File: config.mk
export PLATFORM = sky130hd
export DESIGN_NAME = neuron_accumulator
export DESIGN_NICKNAME = d
export VERILOG_FILES = /design/src/rtl/neuron_accumulator_pkg.sv /design/src/rtl/saturating_adder.sv /design/src/rtl/neuron_accumulator.sv
export SDC_FILE = /design/constraint.sdc
export NUM_CORES = 1
export LEC_CHECK = 0
export BUFFER_PORTS_ARGS = -buffer_cell sky130_fd_sc_hd__buf_2
export CAP_MARGIN = 30
export CORE_ASPECT_RATIO = 0.9
export CORE_UTILIZATION = 60
export CTS_CLUSTER_DIAMETER = 150
export DETAILED_ROUTE_END_ITERATION = 12
export GPL_ROUTABILITY_DRIVEN = 0
export PLACE_DENSITY = 0.85
export RECOVER_POWER = 50
export SKIP_LAST_GASP = 1
export SLEW_MARGIN = 20
export SYNTH_ARGS = -nofsm -noshare
export SYNTH_HDL_FRONTEND = slang
export SYNTH_SLANG_ARGS = --single-unit
File: constraint.sdc
create_clock -name Clk -period 8.3 [get_ports Clk]
set_input_delay 0.83 -clock Clk [delete_from_list [all_inputs] [get_ports Clk]]
set_output_delay 0.83 -clock Clk [all_outputs]
set_load 0.05 [all_outputs]
File: src/rtl/neuron_accumulator_pkg.sv
// Shared fixed-point format defaults, saturation limits and FSM encoding for
// the neuron accumulator.
package neuron_accumulator_pkg;

  localparam int unsigned DefWidth     = 24;
  localparam int unsigned DefMagnitud  = 4;
  localparam int unsigned DefPrecision = 19;
  localparam int unsigned Signo        = 1;
  localparam int unsigned CountWidth   = 8;

  localparam logic [DefWidth-1:0] SatMax = {1'b0, {(DefWidth-1){1'b1}}};
  localparam logic [DefWidth-1:0] SatMin = {1'b1, {(DefWidth-1){1'b0}}};

  typedef enum logic [1:0] {
    StIdle,
    StAccum,
    StBias
  } state_e;

endpackage

File: src/rtl/saturating_adder.sv
// Combinational signed adder that clamps to the representable range and flags
// whenever clamping occurred.
module saturating_adder
  import neuron_accumulator_pkg::*;
#(
  parameter int unsigned Width = DefWidth
) (
  input  logic signed [Width-1:0] a_i,
  input  logic signed [Width-1:0] b_i,
  output logic signed [Width-1:0] sum_o,
  output logic                    sat_o
);

  localparam logic [Width-1:0] Max = {1'b0, {(Width-1){1'b1}}};
  localparam logic [Width-1:0] Min = {1'b1, {(Width-1){1'b0}}};

  logic [Width:0] full;

  assign full = {a_i[Width-1], a_i} + {b_i[Width-1], b_i};

  // Overflow when the extended sign bit disagrees with the result sign bit;
  // the extended bit tells which rail was crossed.
  always_comb begin
    sat_o = full[Width] ^ full[Width-1];
    sum_o = full[Width-1:0];
    if (sat_o) begin
      sum_o = full[Width] ? Min : Max;
    end
  end

endmodule

File: src/rtl/neuron_accumulator.sv
// Accumulates NumInputs signed products plus a bias into a saturated neuron sum,
// with a sticky error flag covering multiplier errors and any clamping.
module neuron_accumulator
  import neuron_accumulator_pkg::*;
#(
  parameter int unsigned Width     = DefWidth,
  parameter int unsigned Magnitud  = DefMagnitud,
  parameter int unsigned Precision = DefPrecision,
  parameter int unsigned NumInputs = 8
) (
  input  logic                    Clk,
  input  logic                    Rst_n,
  input  logic                    Start,
  input  logic                    ProdValid,
  input  logic signed [Width-1:0] Prod,
  input  logic                    ProdErr,
  input  logic signed [Width-1:0] Bias,
  output logic                    ProdReady,
  output logic                    Busy,
  output logic signed [Width-1:0] SumOut,
  output logic                    SumValid,
  output logic                    SatErr
);

  if (Signo + Magnitud + Precision != Width) begin : g_bad_format
    $error("sign + magnitude + precision bits must equal Width");
  end
  if (NumInputs < 1 || NumInputs > 255) begin : g_bad_num_inputs
    $error("NumInputs must be in 1..255");
  end

  localparam logic [CountWidth-1:0] LastIdx = CountWidth'(NumInputs - 1);

  state_e                  state_q, state_d;
  logic signed [Width-1:0] acc_q, acc_d;
  logic signed [Width-1:0] sum_q, sum_d;
  logic [CountWidth-1:0]   count_q, count_d;
  logic                    sat_err_q, sat_err_d;
  logic                    sum_valid_q, sum_valid_d;

  logic signed [Width-1:0] add_b;
  logic signed [Width-1:0] add_sum;
  logic                    add_sat;

  // The single adder serves both phases; Bias is only looked at in StBias.
  assign add_b = (state_q == StBias) ? Bias : Prod;

  saturating_adder #(
    .Width(Width)
  ) u_sat_add (
    .a_i  (acc_q),
    .b_i  (add_b),
    .sum_o(add_sum),
    .sat_o(add_sat)
  );

  always_comb begin
    state_d     = state_q;
    acc_d       = acc_q;
    sum_d       = sum_q;
    count_d     = count_q;
    sat_err_d   = sat_err_q;
    sum_valid_d = 1'b0;
    unique case (state_q)
      StIdle: begin
        if (Start) begin
          acc_d     = '0;
          count_d   = '0;
          sat_err_d = 1'b0;
          state_d   = StAccum;
        end
      end
      StAccum: begin
        if (ProdValid) begin
          acc_d     = add_sum;
          count_d   = count_q + 1'b1;
          sat_err_d = sat_err_q | ProdErr | add_sat;
          if (count_q == LastIdx) begin
            state_d = StBias;
          end
        end
      end
      StBias: begin
        sum_d       = add_sum;
        sat_err_d   = sat_err_q | add_sat;
        sum_valid_d = 1'b1;
        state_d     = StIdle;
      end
      default: state_d = StIdle;
    endcase
  end

  always_ff @(posedge Clk or negedge Rst_n) begin
    if (!Rst_n) begin
      state_q     <= StIdle;
      acc_q       <= '0;
      sum_q       <= '0;
      count_q     <= '0;
      sat_err_q   <= 1'b0;
      sum_valid_q <= 1'b0;
    end else begin
      state_q     <= state_d;
      acc_q       <= acc_d;
      sum_q       <= sum_d;
      count_q     <= count_d;
      sat_err_q   <= sat_err_d;
      sum_valid_q <= sum_valid_d;
    end
  end

  assign ProdReady = (state_q == StAccum);
  assign Busy      = (state_q != StIdle);
  assign SumOut    = sum_q;
  assign SumValid  = sum_valid_q;
  assign SatErr    = sat_err_q;

endmodule
==> results.toml, run 1 <==
[run_status]
outcome = "finished with violations"
violations = "capacitance limit, slew limit"

[die]
ios = 81
coreArea_um2 = 6760
die_w_um = 91.3
initial_core_util_pct = 63.6
die_height_um = 82.3
dieArea_um2 = 7510
num_rows = 28

[drt]
routed_wirelength_um = 11100
drt-pass1-iter-count = 5
drt_iter0_markers = 262
vias = 3955
wl_per_cell_um = 18.0
avgViaCountPerCell = 6.41
drc = 0
drtAntennaViolNets = 0

[sta]
setup_violations = 0
hold_viol_final = 0
max-slew-margin-rel_pct = -112
slew_viol_final = 61
setup_slack_ns = 3.15
period_share_pct = 62.1
holdWs_ns = 0.502
clock-skew-final_ns = 0.00791
rsz0062_at_grt = "no"
tns_ns = 0
clock.fmax_mhz = 194
worst_slew_pin_slew_ns = 3.17
period_needed_ns = 5.15

[worst_setup_path]
cp_data_required_time_ns = 8.47
crit_fanout = 74
crit_type = "reg2reg"
arrival_ns = 5.32
r2r_cells = 13
start_kind = "register"
cp-end-kind = "register"

[logic_synthesis]
syn_area_um2 = 4300
synth.yosys.warnings = 0
syn_area_per_cell_um2 = 9.45
syn_inst = 455
ys_seq_elements = 60
synth.top_cell.area_share_pct = 34.9
yosys.area.top_type = "dfrtp_1"
synth_top_cells_by_area = "dfrtp_1 (35%), ha_1 (8.7%), mux2_2 (6.3%)"
synth-seq-area-share_pct = 34.9
async_flop_share_pct = 100
synth_edf_count = 0
synth_cell_types = 65
ys.flop_type = "dfrtp_1"
syn_nets = 539

[power]
clockPowerShare_pct = 13.8
combPwrFrac_pct = 61.8
power.leakage_uw = 0.00219
powerDensity_nw_per_um2 = 402
vdd_drop_max_mv = 0.164
seqPwrFrac_pct = 24.4
intPower_uw = 967
p_sw_uw = 1000
sw_frac_of_total_pct = 50.9

[finish]
nFillCells = 474
stdcell_count = 617
antenna_cells = 0
syn2layout_area_growth_pct = 13.8
drive_gt1_share_pct = 24.3
final_nets = 606
final_area_um2 = 4890

[cts]
cts_tree = "done"
post_cts_buffers = 0
root_buffer = "clkbuf_8"
ctsHtreeMaxLevel = 3
clk_pin_slew_ns = 0.07
cts_buffers = 9
clk_path_buf_depth = 2
postCtsResizedCells = 0
ctsHoldBuffers = 0
cts.sinks = 60
clock_latency_ns = 0.34

[flow_run]
cap_violations = 1

[place]
placed_area_um2 = 4710
place_ws_ns = 3.28
detailed_place_hpwl_um = 7980
place_inst = 601
port_buffers = 80

[grt]
grt_first_pass_wirelength_um = 18000
grt_max_degree = 75
grt-ovfl-total = 0
antenna_found_initial = 0
grt_usage_pct = 30.8
first_global_vias = 3729

[hold_path]
hp-class = "reg2reg"
holdPathStages = 2
## critical path, cell delays in order (launching register included)
cell and delay (ns):
dfrtp_1 0.42, inv_1 0.14, ha_2 0.19, buf_4 0.57, mux2_2 0.42, ha_1 0.23, fa_1 0.44, a211oi_1 0.33
o211ai_1 0.24, a31oi_1 0.44, a21boi_0 0.23, o311a_1 0.37, nor2_2 0.71, a31oi_1 0.21
## power by group through the flow
stage                     logic [uW]  registers, uW  clock network, uW
after floorplan                  787            618                  0
after global placement          1150            474                  0
after detailed placement        1200            476                  0
after CTS                       1200            477                273
after global routing            1310            491                287
final                           1220            481                272
## sequential cells by signal, summed over array words and instances, names as in the netlist
name      cells
acc_q        24
SumOut       24
SumValid      1
count_q       8
state_q       2
SatErr        1
## logic make-up after synthesis
| kind of cell | share of synthesized area (%) |
|---|---|
| AOI/OAI and AO/OA | 25.8 |
| xor gates and xnor gates | 4.68 |
| adders and majority gates | 9.19 |
| buffers and inverters | 4.04 |
| DFF | 34.9 |
| muxes | 6.52 |
| and+or+nand+nor | 14.9 |
## synthesized netlist by cell type (3+ instances only)
| library cell | number |
|---|---|
| o211ai_1 | 4 |
| clkbuf_1 | 9 |
| nand2_1 | 41 |
| nand3_1 | 17 |
| a31oi_1 | 26 |
| nor2_1 | 32 |
| dfrtp_1 | 60 |
| o21ai_0 | 16 |
| buf_1 | 4 |
| xor2_1 | 10 |
| o311ai_0 | 3 |
| a21o_1 | 5 |
| inv_1 | 11 |
| buf_6 | 3 |
| a311o_1 | 5 |
| nand4_1 | 4 |
| a221o_1 | 20 |
| ha_1 | 30 |
| xnor2_1 | 13 |
| nor3_1 | 7 |
| nor2b_1 | 4 |
| a21oi_1 | 36 |
| buf_2 | 10 |
| and3_1 | 5 |
| o21ai_1 | 3 |
| mux2_2 | 24 |
| a211oi_1 | 5 |
| o21a_1 | 3 |
## final cells by class
type	instances	area [um^2]	share of cell area, %
clock buffers	12	155	3.17
clock inverters	4	47.5	0.971
inverters	11	41.3	0.844
multi-input cells	358	2640	53.9
flip-flops and latches	60	1500	30.7
well taps	90	113	2.30
repair buffers	82	397	8.10
## metrics by stage
stage                     power (uW)  utilization (%)
after global routing            2090             72.4
after CTS                       1950             72.7
after detailed placement        1670             69.7
final                           1970             72.4
after floorplan                 1410                -
after global placement          1630             69.6
## layer usage
metal / track usage, % / routed length (um) / part of all wire [%]
met1: 41.2 / 4990 / 45
met4: 10.8 / 140 / 1.3
met3: 6.23 / 865 / 7.8
met5: 0 / 0 / 0
met2: 50.5 / 5100 / 46
## placed cells by master, fill, tap and decap left out, types with 7 or more instances in the layout
cell      synthesis  final
nor2_1           32     32
o21ai_0          16     15
buf_2            10     68
dfrtp_1          60     60
inv_1            11     11
a21oi_1          36     36
nor3_1            7      7
clkbuf_8          0     11
a31oi_1          26     26
nand3_1          17     17
clkbuf_1          9     14
nand2_1          41     41
xnor2_1          13     13
ha_1             30     29
a221o_1          20     20
xor2_1           10     10
mux2_2           24     24
## path summary, 6_finish.rpt
check | startpoint | to | slack, ns
setup / recovery | state_q[0] | SumOut[4] | 3.15
hold / removal | acc_q[23] | acc_q[23] | 0.50
setup reg to reg | state_q[0] | SumOut[4] | 3.15
hold reg to reg | acc_q[23] | acc_q[23] | 0.50
max in group asynchronous | Rst_n | SumOut[14] | 4.87
min in group asynchronous | Rst_n | SumOut[5] | 1.65
(Power assumes the default switching activity.)
==> run 2: changes to the inputs <==
--- a/config.mk
+++ b/config.mk
@@ -8,11 +8,11 @@
 export BUFFER_PORTS_ARGS = -buffer_cell sky130_fd_sc_hd__buf_2
 export CAP_MARGIN = 30
 export CORE_ASPECT_RATIO = 0.9
-export CORE_UTILIZATION = 60
+export CORE_UTILIZATION = 56
 export CTS_CLUSTER_DIAMETER = 150
 export DETAILED_ROUTE_END_ITERATION = 12
 export GPL_ROUTABILITY_DRIVEN = 0
-export PLACE_DENSITY = 0.85
+export PLACE_DENSITY = 0.8
 export RECOVER_POWER = 50
 export SKIP_LAST_GASP = 1
 export SLEW_MARGIN = 20
==> constraint.sdc (replaced) <==
create_clock -name Clk -period 4.8 [get_ports Clk]
set_input_delay 0.48 -clock Clk [delete_from_list [all_inputs] [get_ports Clk]]
set_output_delay 0.48 -clock Clk [all_outputs]
set_load 0.05 [all_outputs]
==> run 2 against run 1 <==
Against the previous run:
- utilization down 4.2 points
- the flow still finishes with violations (capacitance limit, slew limit)
- non-clock buffer count up 3
- combinational power up 73%
- setup slack worse by 2.6 ns
- largest power group unchanged
- largest cell class unchanged
- register-to-register slack worse by 2.6 ns
==> results.toml, run 2 (synthesis gave the netlist of run 1 again) <==
[run_status]
outcome = "finished with violations"
violations = "capacitance limit, slew limit"

[sta]
worst_slew_pin_slew_ns = 3.15
rsz0062_at_grt = "no"
max-slew-margin-rel_pct = -110
clock.fmax_mhz = 235
setup_violations = 0
clock-skew-final_ns = 0.00842
tns_ns = 0
slew_viol_final = 61
period_share_pct = 88.5
period_needed_ns = 4.25
hold_viol_final = 0

[power]
seqPwrFrac_pct = 23.9
power.leakage_uw = 0.00220
p_sw_uw = 1730
sw_frac_of_total_pct = 50.4
intPower_uw = 1710
clockPowerShare_pct = 14.7
vdd_drop_max_mv = 0.331
powerDensity_nw_per_um2 = 696
combPwrFrac_pct = 61.4
total_power_uw = 3440

[cts]
cts.sinks = 60
post_cts_buffers = 0
root_buffer = "clkbuf_8"
cts_buffers = 9
cts_tree = "done"
ctsHoldBuffers = 0
clk_pin_slew_ns = 0.07
clk_path_buf_depth = 2
postCtsResizedCells = 0
clock_latency_ns = 0.34
ctsHtreeMaxLevel = 3

[drt]
vias = 3999
topRoutingLayerUsed = "met4"
route.met3.wl_um = 840
drtAntennaViolNets = 0
avgViaCountPerCell = 6.42
drc = 0
m1WireLength_um = 4950
routed_wirelength_um = 11000
wl_per_cell_um = 17.6
met2_length_um = 5070
drt-pass1-iter-count = 5
drt_iter0_markers = 257

[die]
num_rows = 29
die_height_um = 85.1
initial_core_util_pct = 59.3
die_w_um = 94.4
ios = 81
dieArea_um2 = 8040
coreArea_um2 = 7260

[grt]
first_global_vias = 3761
grt_max_degree = 61
grt_usage_pct = 29.0
grt-ovfl-total = 0
antenna_found_initial = 0
grt_first_pass_wirelength_um = 18300

[finish]
final_common_cell = "buf_2"
drive_gt1_share_pct = 24.5
final_nets = 609
final_cell_mix = "buf_2 (67), dfrtp_1 (60), nand2_1 (41)"
antenna_cells = 0
syn2layout_area_growth_pct = 15.0

[worst_setup_path]
r2r_cells = 12
arrival_ns = 4.47
cp-end-kind = "register"
cp_data_required_time_ns = 5.02
crit_fanout = 47
crit_type = "reg2reg"
rrSetupSlack_ns = 0.55
start_kind = "register"

[hold_path]
hp-class = "in2reg"
holdPathStages = 3

[place]
port_buffers = 80
detailed_place_hpwl_um = 8170

[flow_run]
cap_violations = 1
## run 2: changes by cell type in the layout (fill, tap and decap cells not counted), sizes merged
cell      before  now
buf           69   71
clkinvlp       1    2
clkbuf        25   24
bufinv         1    2
## run 2: area by class of cell
type                       instances  area, um^2
clock inverter                     6        88.8
sequential                        60        1500
multi-input combinational        358        2640
fill                             599        2310
clock buffer                      10         128
timing repair buffer              85         430
inverter                          11        41.3
tap                               93         116
## run 2: layer usage
layer / vias to the layer above / global-route usage, %
li1: 1862 / -
met1: 1946 / 40.6
met2: 178 / 46.0
met3: 13 / 5.20
met4: 0 / 8.11
met5: - / 0
## run 2: through the flow
| step | hold slack (ns) | setup slack (ns) | area [um^2] | std cells | utilization, % |
|---|---|---|---|---|---|
| after floorplan | 0.184 | 0.604 | 4300 | 455 | - |
| after global placement | 0.475 | 0.780 | 4740 | 607 | 65.3 |
| after detailed placement | 0.489 | 0.659 | 4750 | 607 | 65.4 |
| after CTS | 0.315 | 0.622 | 4970 | 623 | 68.4 |
| after global routing | 0.515 | 0.332 | 4950 | 623 | 68.2 |
| final | 0.487 | 0.551 | 4950 | 623 | 68.2 |
## run 2: critical path, cell delays in order, from the launching register on
cell,delay (ns)
dfrtp_1,0.41
inv_1,0.12
ha_2,0.24
buf_12,0.22
mux2_2,0.40
fa_1,0.45
a211oi_1,0.29
o211ai_1,0.26
a31oi_1,0.42
a21boi_0,0.22
o311ai_2,0.48
a21oi_4,0.26
a221o_1,0.33
## run 2: power by group through the flow
stage / combinational [uW] / clock, uW / sequential [uW]
after floorplan: 1360 / 0 / 1070
after global placement: 2010 / 0 / 819
after detailed placement: 2100 / 0 / 821
after CTS: 2090 / 507 / 818
after global routing: 2290 / 531 / 841
final: 2110 / 506 / 822
## run 2: path summary, 6_finish.rpt
check / start / endpoint
max: state_q[0] / acc_q[0]
min: ProdErr / SatErr
max reg2reg: state_q[0] / acc_q[0]
min reg2reg: acc_q[22] / acc_q[22]
max in group asynchronous: Rst_n / SumOut[12]
min in group asynchronous: Rst_n / SumOut[6]
